## config.mk

```make
export PLATFORM = sky130hd
export DESIGN_NAME = muldiv_sequencer
export DESIGN_NICKNAME = d
export VERILOG_FILES = /design/src/rtl/muldiv_sequencer.sv
export SDC_FILE = /design/constraint.sdc
export NUM_CORES = 1
export LEC_CHECK = 0
export CAP_MARGIN = 40
export CORE_MARGIN = 5
export CORE_UTILIZATION = 37
export CTS_CLUSTER_DIAMETER = 40
export CTS_CLUSTER_SIZE = 30
export DETAILED_ROUTE_END_ITERATION = 10
export PLACE_DENSITY = 0.53
export SYNTH_ARGS = -nofsm -noshare
export SYNTH_HDL_FRONTEND = slang
export SYNTH_SLANG_ARGS = --single-unit
```

## constraint.sdc

```tcl
create_clock -name clk -period 21.6 [get_ports clk]
set_clock_uncertainty 0.1 [all_clocks]
set_input_delay 4.32 -clock clk [delete_from_list [all_inputs] [get_ports clk]]
set_output_delay 4.32 -clock clk [all_outputs]
set_load 0.02 [all_outputs]
```

## src/rtl/muldiv_sequencer.sv

```systemverilog
// Multi-cycle RV32M MUL/DIV sequencer sharing one 33-bit ripple adder.
// Define MULDIV_EARLY_OUT_EN to bypass the datapath when rs2 is zero.
module muldiv_sequencer #(
  parameter int XLEN = 32
) (
  input  logic            clk,
  input  logic            rst_n,
  input  logic            flush_i,
  input  logic            start_i,
  input  logic [2:0]      funct3_i,
  input  logic [XLEN-1:0] rs1_i,
  input  logic [XLEN-1:0] rs2_i,
  output logic            busy_o,
  output logic            done_o,
  output logic [XLEN-1:0] result_o
);

  typedef enum logic [2:0] {
    IDLE, NEG_A, NEG_B, ITER, FIX_LO, FIX_HI, DONE
  } state_t;

  state_t state, state_nx;

  logic [XLEN-1:0] hi, lo, b, result_q;
  logic [2:0]      f3;
  logic [4:0]      cnt;
  logic            neg_a, neg_b, cy, done_q;
  logic            sgn_a, sgn_b, accept, is_div, sel_hi;

  logic [XLEN:0]   add_a, add_b, add_s;
  logic            add_ci, add_co;

  assign accept = (state == IDLE) && start_i && !flush_i;
  assign is_div = f3[2];
  assign sel_hi = f3[2] ? f3[1] : (f3[1:0] != 2'b00);

  always_comb begin
    sgn_a = 1'b0;
    sgn_b = 1'b0;
    unique case (funct3_i)
      3'b001, 3'b100, 3'b110: begin
        sgn_a = 1'b1;
        sgn_b = 1'b1;
      end
      3'b010:  sgn_a = 1'b1;
      default: ;
    endcase
  end

  // Single ripple-carry adder built from full-adder cells.
  always_comb begin : rca
    logic c;
    c = add_ci;
    for (int i = 0; i <= XLEN; i++) begin
      add_s[i] = add_a[i] ^ add_b[i] ^ c;
      c = (add_a[i] & add_b[i]) | (c & (add_a[i] ^ add_b[i]));
    end
    add_co = c;
  end

  always_comb begin
    add_a  = '0;
    add_b  = '0;
    add_ci = 1'b0;
    unique case (state)
      NEG_A: begin
        add_a  = {1'b0, ~lo};
        add_ci = 1'b1;
      end
      NEG_B: begin
        add_a  = {1'b0, ~b};
        add_ci = 1'b1;
      end
      ITER: begin
        if (is_div) begin
          add_a  = {hi, lo[XLEN-1]};
          add_b  = {1'b1, ~b};
          add_ci = 1'b1;
        end else begin
          add_a = {1'b0, hi};
          add_b = lo[0] ? {1'b0, b} : '0;
        end
      end
      FIX_LO: begin
        add_a  = {1'b0, ~lo};
        add_ci = 1'b1;
      end
      FIX_HI: begin
        add_a  = {1'b0, ~hi};
        add_ci = is_div ? 1'b1 : cy;
      end
      default: ;
    endcase
  end

  always_ff @(posedge clk or negedge rst_n) begin
    if (!rst_n) state <= IDLE;
    else        state <= state_nx;
  end

  always_comb begin
    state_nx = state;
    unique case (state)
      IDLE: begin
        if (accept) begin
          state_nx = NEG_A;
`ifdef MULDIV_EARLY_OUT_EN
          if (rs2_i == '0) state_nx = DONE;
`endif
        end
      end
      NEG_A:   state_nx = NEG_B;
      NEG_B:   state_nx = ITER;
      ITER:    if (cnt == 5'(XLEN-1)) state_nx = FIX_LO;
      FIX_LO:  state_nx = FIX_HI;
      FIX_HI:  state_nx = DONE;
      DONE:    state_nx = IDLE;
      default: state_nx = IDLE;
    endcase
    if (flush_i && state != IDLE) state_nx = IDLE;
  end

  always_ff @(posedge clk or negedge rst_n) begin
    if (!rst_n) begin
      hi       <= '0;
      lo       <= '0;
      b        <= '0;
      f3       <= '0;
      cnt      <= '0;
      neg_a    <= 1'b0;
      neg_b    <= 1'b0;
      cy       <= 1'b0;
      done_q   <= 1'b0;
      result_q <= '0;
    end else begin
      done_q <= (state == DONE) && !flush_i;
      unique case (state)
        IDLE: begin
          if (accept) begin
            f3    <= funct3_i;
            lo    <= rs1_i;
            hi    <= '0;
            b     <= rs2_i;
            cnt   <= '0;
            cy    <= 1'b0;
            neg_a <= sgn_a & rs1_i[XLEN-1];
            neg_b <= sgn_b & rs2_i[XLEN-1];
`ifdef MULDIV_EARLY_OUT_EN
            // Preload the RV32M zero-operand answers for DONE to select.
            if (rs2_i == '0) begin
              lo <= funct3_i[2] ? '1 : '0;
              hi <= funct3_i[2] ? rs1_i : '0;
            end
`endif
          end
        end
        NEG_A: if (neg_a) lo <= add_s[XLEN-1:0];
        NEG_B: if (neg_b) b <= add_s[XLEN-1:0];
        ITER: begin
          cnt <= cnt + 5'd1;
          if (is_div) begin
            lo <= {lo[XLEN-2:0], add_co};
            hi <= add_co ? add_s[XLEN-1:0] : add_a[XLEN-1:0];
          end else begin
            hi <= add_s[XLEN:1];
            lo <= {add_s[0], lo[XLEN-1:1]};
          end
        end
        FIX_LO: begin
          if (is_div) begin
            if ((neg_a ^ neg_b) && b != '0) lo <= add_s[XLEN-1:0];
          end else if (neg_a ^ neg_b) begin
            lo <= add_s[XLEN-1:0];
            cy <= add_s[XLEN];
          end
        end
        FIX_HI: begin
          if (is_div ? neg_a : (neg_a ^ neg_b)) hi <= add_s[XLEN-1:0];
        end
        DONE: if (!flush_i) result_q <= sel_hi ? hi : lo;
        default: ;
      endcase
    end
  end

  assign busy_o   = (state != IDLE);
  assign done_o   = done_q;
  assign result_o = result_q;

endmodule

```

# Word-level counts from Yosys, hierarchy flattened
# Index checks and enable logic that the tools add are counted.
dict set report classes {
  muxes 38
  n_eq_ne 21
  addsub 1
  bitwise 172
  reduce_logical 27
}
# cell n
set op_table {}
lappend op_table {{32-bit 2-to-1 mux} 14}
lappend op_table {{33-bit case mux with 4 select lines} 1}
lappend op_table {{32-bit case mux with 4 select lines} 1}
lappend op_table {{33-bit 2-to-1 mux} 3}
lappend op_table {{32-bit inverter} 3}
lappend op_table {{32-bit case mux with 3 select lines} 1}
lappend op_table {{1-bit bitwise AND} 68}
lappend op_table {{1-bit XOR} 67}
lappend op_table {{32-bit case mux with 2 select lines} 1}
lappend op_table {{1-bit bitwise OR} 33}
lappend op_table {{32-bit nonzero test} 1}
lappend op_table {{3-bit case mux with 6 select lines} 1}
lappend op_table {{3-bit equality test (second input constant)} 5}
lappend op_table {{2-bit inequality test (second input constant)} 6}
lappend op_table {{5-bit case mux with 2 select lines} 1}
lappend op_table {{3-bit by 2-bit equality test with 1-bit output (second input constant)} 3}
lappend op_table {{1-bit 2-to-1 mux} 9}
lappend op_table {{3-bit 2-to-1 mux} 3}
lappend op_table {{3-bit inequality test (second input constant)} 3}
lappend op_table {{2-bit AND reduction} 4}
lappend op_table {{2-bit nonzero test} 4}
lappend op_table {{3-bit by 1-bit equality test with 1-bit output (second input constant)} 2}
lappend op_table {{3-bit AND reduction} 2}
lappend op_table {{3-bit nonzero test} 2}
lappend op_table {{16 further kinds} 21}
dict set report totals {
  inputBits 71
  out_inout_bits 34
  word_cells 270
  ff_bits 143
}

# Longest topological paths before layout
dict set report depth {
  word_depth 73
  mapped_depth 48
  mapped_depth_nobuf 43
}

# Worst setup path after synthesis
# Ideal clock, no wire load.
dict set report synth_timing {
  path_type {register to register}
  from {reg state[2]}
  to {reg hi[14]}
  path_slack_ns 4.592
  arrival_time_ns 16.783
  setup_time_ns 0.126
  path_stages_with_launch 48
  synth_period_minus_slack_ns 17.008
  t_required_ns 21.374
  n_path_buf 7
  path_cell_list {dfrtp_1 buf_2 and3b_1 clkbuf_1 buf_2 buf_2 buf_1 nand2_1 fa_1 fa_1 fa_1 fa_1 fa_1 fa_1 fa_1 fa_1 fa_1 fa_1 [12 not listed] fa_1 fa_1 fa_1 fa_1 fa_1 fa_1 fa_1 fa_1 inv_1 fa_1 fa_1 fa_1 and2_1 buf_2 clkbuf_1 a221oi_1 o21ai_0 a21oi_1}
}
dict set report synth_via {
  elab_chain_len 73
  elab_cells_between_ends 155
  cone_classes {7 x eq/ne; 7 x mux; 134 x bitwise; 7 x reduce/logical}
}
# element line
set synth_rtl {}
lappend synth_rtl {{from (decl)} 22} ;# state_t state, state_nx;
lappend synth_rtl {{from (signal assigned)} 98} ;# else state <= state_nx;
lappend synth_rtl {{3-bit equality test or 3-bit by 1-bit equality test with 1-bit output (tied branches)} 65} ;# unique case (state)
lappend synth_rtl {{2-bit OR reduction (no source line)} -}
lappend synth_rtl {{33-bit case mux with 4 select lines} 65}
lappend synth_rtl {{1-bit XOR} 56} ;# c = (add_a[i] & add_b[i]) | (c & (add_a[i] ^ add_b[i]));
lappend synth_rtl {{1-bit bitwise AND} 56}
lappend synth_rtl {{1-bit bitwise OR} 56}
lappend synth_rtl {{1-bit bitwise AND} 56}
lappend synth_rtl {{1-bit bitwise OR} 56}
lappend synth_rtl {{[57 not listed]} -}
lappend synth_rtl {{1-bit bitwise OR} 56}
lappend synth_rtl {{1-bit bitwise AND} 56}
lappend synth_rtl {{1-bit bitwise OR} 56}
lappend synth_rtl {{1-bit bitwise AND} 56}
lappend synth_rtl {{1-bit bitwise OR} 56}
lappend synth_rtl {{32-bit 2-to-1 mux} 163} ;# hi <= add_co ? add_s[XLEN-1:0] : add_a[XLEN-1:0];
lappend synth_rtl {{32-bit 2-to-1 mux} 161} ;# if (is_div) begin
lappend synth_rtl {{32-bit case mux with 3 select lines} 137} ;# unique case (state)
lappend synth_rtl {{to (signal assigned)} 163}
lappend synth_rtl {{to (signal assigned)} 165} ;# hi <= add_s[XLEN:1];
lappend synth_rtl {{to (signal assigned)} 178} ;# if (is_div ? neg_a : (neg_a ^ neg_b)) hi <= add_s[XLEN-1:0];
lappend synth_rtl {{to (decl)} 24} ;# logic [XLEN-1:0] hi, lo, b, result_q;
# Parallel ways exist; a longest one is shown, timed or not. The select of a mux whose other input is x is not followed.
# A chain may end at the register's enable or synchronous reset.

# Final worst setup path
dict set report layout_timing {
  from {reg state[2]}
  to {reg hi[19]}
}
# Same word-level chain as after synthesis.

==> metrics.json <==
{
  "drt_drc_violations_left": {"value": 0},
  "timing_hold_violations_final": {"value": 0},
  "synthesis.instances": {"value": 1220},
  "core": {"value": 28700, "unit": "µm²"},
  "arrival": {"value": 18420, "unit": "ps"},
  "total_wirelength_of_the_detailed_routed_design": {"value": 35700, "unit": "µm"},
  "timing.final.max_slew_violations": {"value": 0},
  "run_status": {"value": "complete, no violations"},
  "cellLeakagePower": {"value": 0.00469, "unit": "µW"},
  "nFillCells": {"value": 2835},
  "synth-compound-area-share": {"value": 27.1, "unit": "%"},
  "top_cell_type_s_share_of_synthesized_area": {"value": 33.3, "unit": "%"},
  "synth_cell_types": {"value": 65},
  "cts_max_path_buffers": {"value": 2},
  "cts.reportedPaths.clkPinSlew": {"value": 70, "unit": "ps"},
  "cts_made_buffers": {"value": 17},
  "cell_type_with_the_largest_total_area_after_synthesis": {"value": "dfrtp_1"},
  "cts.root.buffer_cell": {"value": "clkbuf_16"},
  "timing.final.crit_period": {"value": 18160, "unit": "ps"},
  "route.detailed.vias_per_inst": {"value": 5.97},
  "postCtsSetupBuffers": {"value": 0},
  "grt_overflow": {"value": 0},
  "num_rows": {"value": 62},
  "non_filler_instance_count_after_layout": {"value": 1653},
  "worst_pin_slew": {"value": 968, "unit": "ps"},
  "num_antenna_cells": {"value": 0},
  "synth_net_count": {"value": 1326},
  "multiInputGateArea": {"value": 6520, "unit": "µm²"},
  "synth.area.mux_share": {"value": 14.3, "unit": "%"},
  "floorplan.die_area": {"value": 32500, "unit": "µm²"},
  "netlist_top_cells_count": {"value": "152 x a21oi_1, 143 x dfrtp_1, 126 x nor2_1"},
  "grt_max_degree": {"value": 73},
  "critPathLaunchType": {"value": "register"},
  "remaining_antenna_violation_count": {"value": 0},
  "drt-wirelength-per-cell": {"value": 21.6, "unit": "µm"},
  "rsz0062_at_grt": {"value": "false"},
  "hold_buffers": {"value": 0},
  "worst_path_most_repeated_cell": {"value": "fa_1"},
  "synth_warnings": {"value": 0},
  "tritoncts_clock_tree": {"value": "done"},
  "worst_path_max_delay_cell": {"value": "nand2b_1"},
  "finish.net_count": {"value": 1362},
  "synth_xor_xnor_area_share": {"value": 0.326, "unit": "%"},
  "vdd.ir_drop.worst": {"value": 0.0000531, "unit": "V"},
  "main_combinational_cell_family_by_area_after_synthesis": {"value": "compound AO/OA/AOI/OAI gates"},
  "yosys.cell_count.top_type": {"value": "a21oi_1"},
  "post_synth_instance_area": {"value": 10700, "unit": "µm²"},
  "areaGrowthSynthToFinish": {"value": 17.3, "unit": "%"},
  "io_pins": {"value": 105},
  "cts.sinks": {"value": 143},
  "final_min_period_over_clock_period": {"value": 84.1, "unit": "%"},
  "synth_sequential_area_ratio": {"value": 33.3, "unit": "%"},
  "cellPowerDensity": {"value": 94.1, "unit": "nW/µm²"},
  "share_of_final_layout_standard_cells_stronger_than_drive_strength_1": {"value": 13.7, "unit": "%"},
  "relSlewSlack": {"value": 35.5, "unit": "%"},
  "finalSetupViolations": {"value": 0},
  "grt_first_pass_wirelength": {"value": 57500, "unit": "µm"},
  "synth-edff-count": {"value": 0},
  "start_util": {"value": 37.4, "unit": "%"},
  "route.vias.total": {"value": 9862},
  "post_cts_resize_count": {"value": 0},
  "initial_antenna_violation_count": {"value": 0},
  "clkLatencyLatePin": {"value": 440, "unit": "ps"},
  "synth_simple_gate_area_share": {"value": 12.2, "unit": "%"},
  "synth-async-reset-ratio": {"value": 100, "unit": "%"},
  "chipWidth": {"value": 180, "unit": "µm"},
  "drv.max_cap_violation_count": {"value": 0},
  "grt_util_all_layers": {"value": 21.7, "unit": "%"},
  "cts_max_level": {"value": 4},
  "fmax": {"value": 55.1, "unit": "MHz"},
  "regArea": {"value": 3580, "unit": "µm²"},
  "crit_path_max_incr_delay": {"value": 780, "unit": "ps"},
  "dpl.hpwl": {"value": 22300, "unit": "µm"},
  "postSynthRegisterBits": {"value": 143},
  "finalPower": {"value": 1190, "unit": "µW"},
  "dr.first_iter.drc_count": {"value": 844},
  "setup.worst_path.end_class": {"value": "register"},
  "die_height": {"value": 180, "unit": "µm"},
  "fin_tns_setup": {"value": 0, "unit": "ps"},
  "buffer_ports.inserted": {"value": 104},
  "drt-pass1-iter-count": {"value": 5},
  "dominantRegCellSynth": {"value": "dfrtp_1"},
  "worst-path-max-fanout": {"value": 54},
  "synth.area.top_cells": {"value": "dfrtp_1 33%, mux2_2 8.6%, a21oi_1 7.1%, fa_1 6.2%, mux2i_1 4.6%"},
  "yosys.area_share.adder": {"value": 6.39, "unit": "%"},
  "worst-setup-path-type": {"value": "register to register"},
  "placedCellCount": {"value": 1621},
  "average_cell_area_after_synthesis": {"value": 8.80, "unit": "µm²"},
  "worstHoldPathType": {"value": "register to register"},
  "grt_pass1_vias": {"value": 9945},
  "cp_data_required_time": {"value": 21860, "unit": "ps"},
  "gpl.final_weighted_congestion": {"value": 0.841}
}
-- worst max-delay path, delay by kind of cell, from the launching register on --
kind | cells | cell delay (ps)
and+or+nand+nor | 2 | 1470
DFF | 1 | 380
buffers and inverters | 2 | 450
AOI/OAI and AO/OA | 3 | 720
adders and majority gates | 33 | 14970
-- sequential cells by signal, indices dropped and copies added, names as in the netlist --
signal    count
b            32
lo           32
hi           32
cy            1
result_o     32
cnt           5
state         3
neg_b         1
f3            3
neg_a         1
done_o        1
-- final timing paths --
path                                      startpoint                      end  slack [ps]  depth (start not counted)
worst max-delay path            state[2]$_DFFE_PN0P_       hi[19]$_DFFE_PN0P_        3440                         40
worst min-delay path                  cy$_DFFE_PN0P_           cy$_DFFE_PN0P_         410                          2
worst max register to register  state[2]$_DFFE_PN0P_       hi[19]$_DFFE_PN0P_        3440                         40
worst min register to register        cy$_DFFE_PN0P_           cy$_DFFE_PN0P_         410                          2
max in group asynchronous                      rst_n       hi[18]$_DFFE_PN0P_       16410                          3
min in group asynchronous                      rst_n  result_o[3]$_DFFE_PN0P_        3810                          1
-- metrics by stage --
step / cell area [µm²] / setup WS, ps / utilization (%) / hold slack (ps)
finish: 12600 / 3440 / 43.9 / 413
global route: 12600 / 2610 / 43.9 / 434
CTS: 12600 / 3320 / 43.9 / 418
detailed placement: 12000 / 3370 / 41.9 / 400
global placement: 12000 / 3190 / 41.7 / 389
floorplan: 10700 / 4590 / - / 371
-- cell families (layout without fill, tap and decap cells) --
kind of cell / Yosys count / in the layout
fa+ha+maj: 35 / 35
compound gates: 431 / 431
xor+xnor: 4 / 4
buf+inv: 159 / 208
simple gates: 306 / 306
mux: 142 / 142
flops: 143 / 143
-- layout by cell type, fill, tap and decap left out, types with 3 or more instances in the layout --
master,instances
a2111oi_2,9
a21o_1,6
a21oi_1,152
a221oi_1,17
a31oi_1,5
a32oi_1,25
buf_4,24
clkbuf_16,17
clkdlybuf4s50_1,103
clkinvlp_4,5
dfrtp_1,141
fa_1,33
inv_1,43
mux2_1,11
mux2_2,82
mux2i_1,49
nand2_1,105
nand2b_1,6
nand3_1,36
nor2_1,126
nor2b_2,3
nor4_1,7
o21a_1,13
o21ai_0,92
o221a_2,9
o221ai_1,54
o22a_1,16
o22ai_1,3
o31a_1,4
o32ai_1,7
-- routing by layer --
layer | share of wire, % | routed length, µm | global-route usage (%)
met4 | 1.8 | 652 | 6.17
met1 | 47 | 16700 | 30.4
met2 | 47 | 16600 | 34.9
met5 | 0 | 0 | 0
met3 | 4.8 | 1720 | 3.49
-- power breakdown --
part,internal [µW],switching (µW)
registers,336,110
clock network,162,131
logic,205,241
-- area by class of cell --
type | instances | share of cell area (%)
clock buffers | 20 | 3.55
clock inverters | 12 | 0.894
inverters | 45 | 1.34
multi-input cells | 918 | 51.8
flip-flops and latches | 143 | 28.5
well taps | 384 | 3.82
repair buffers | 131 | 10.2
No activity file was read; power rests on OpenSTA's default activity.
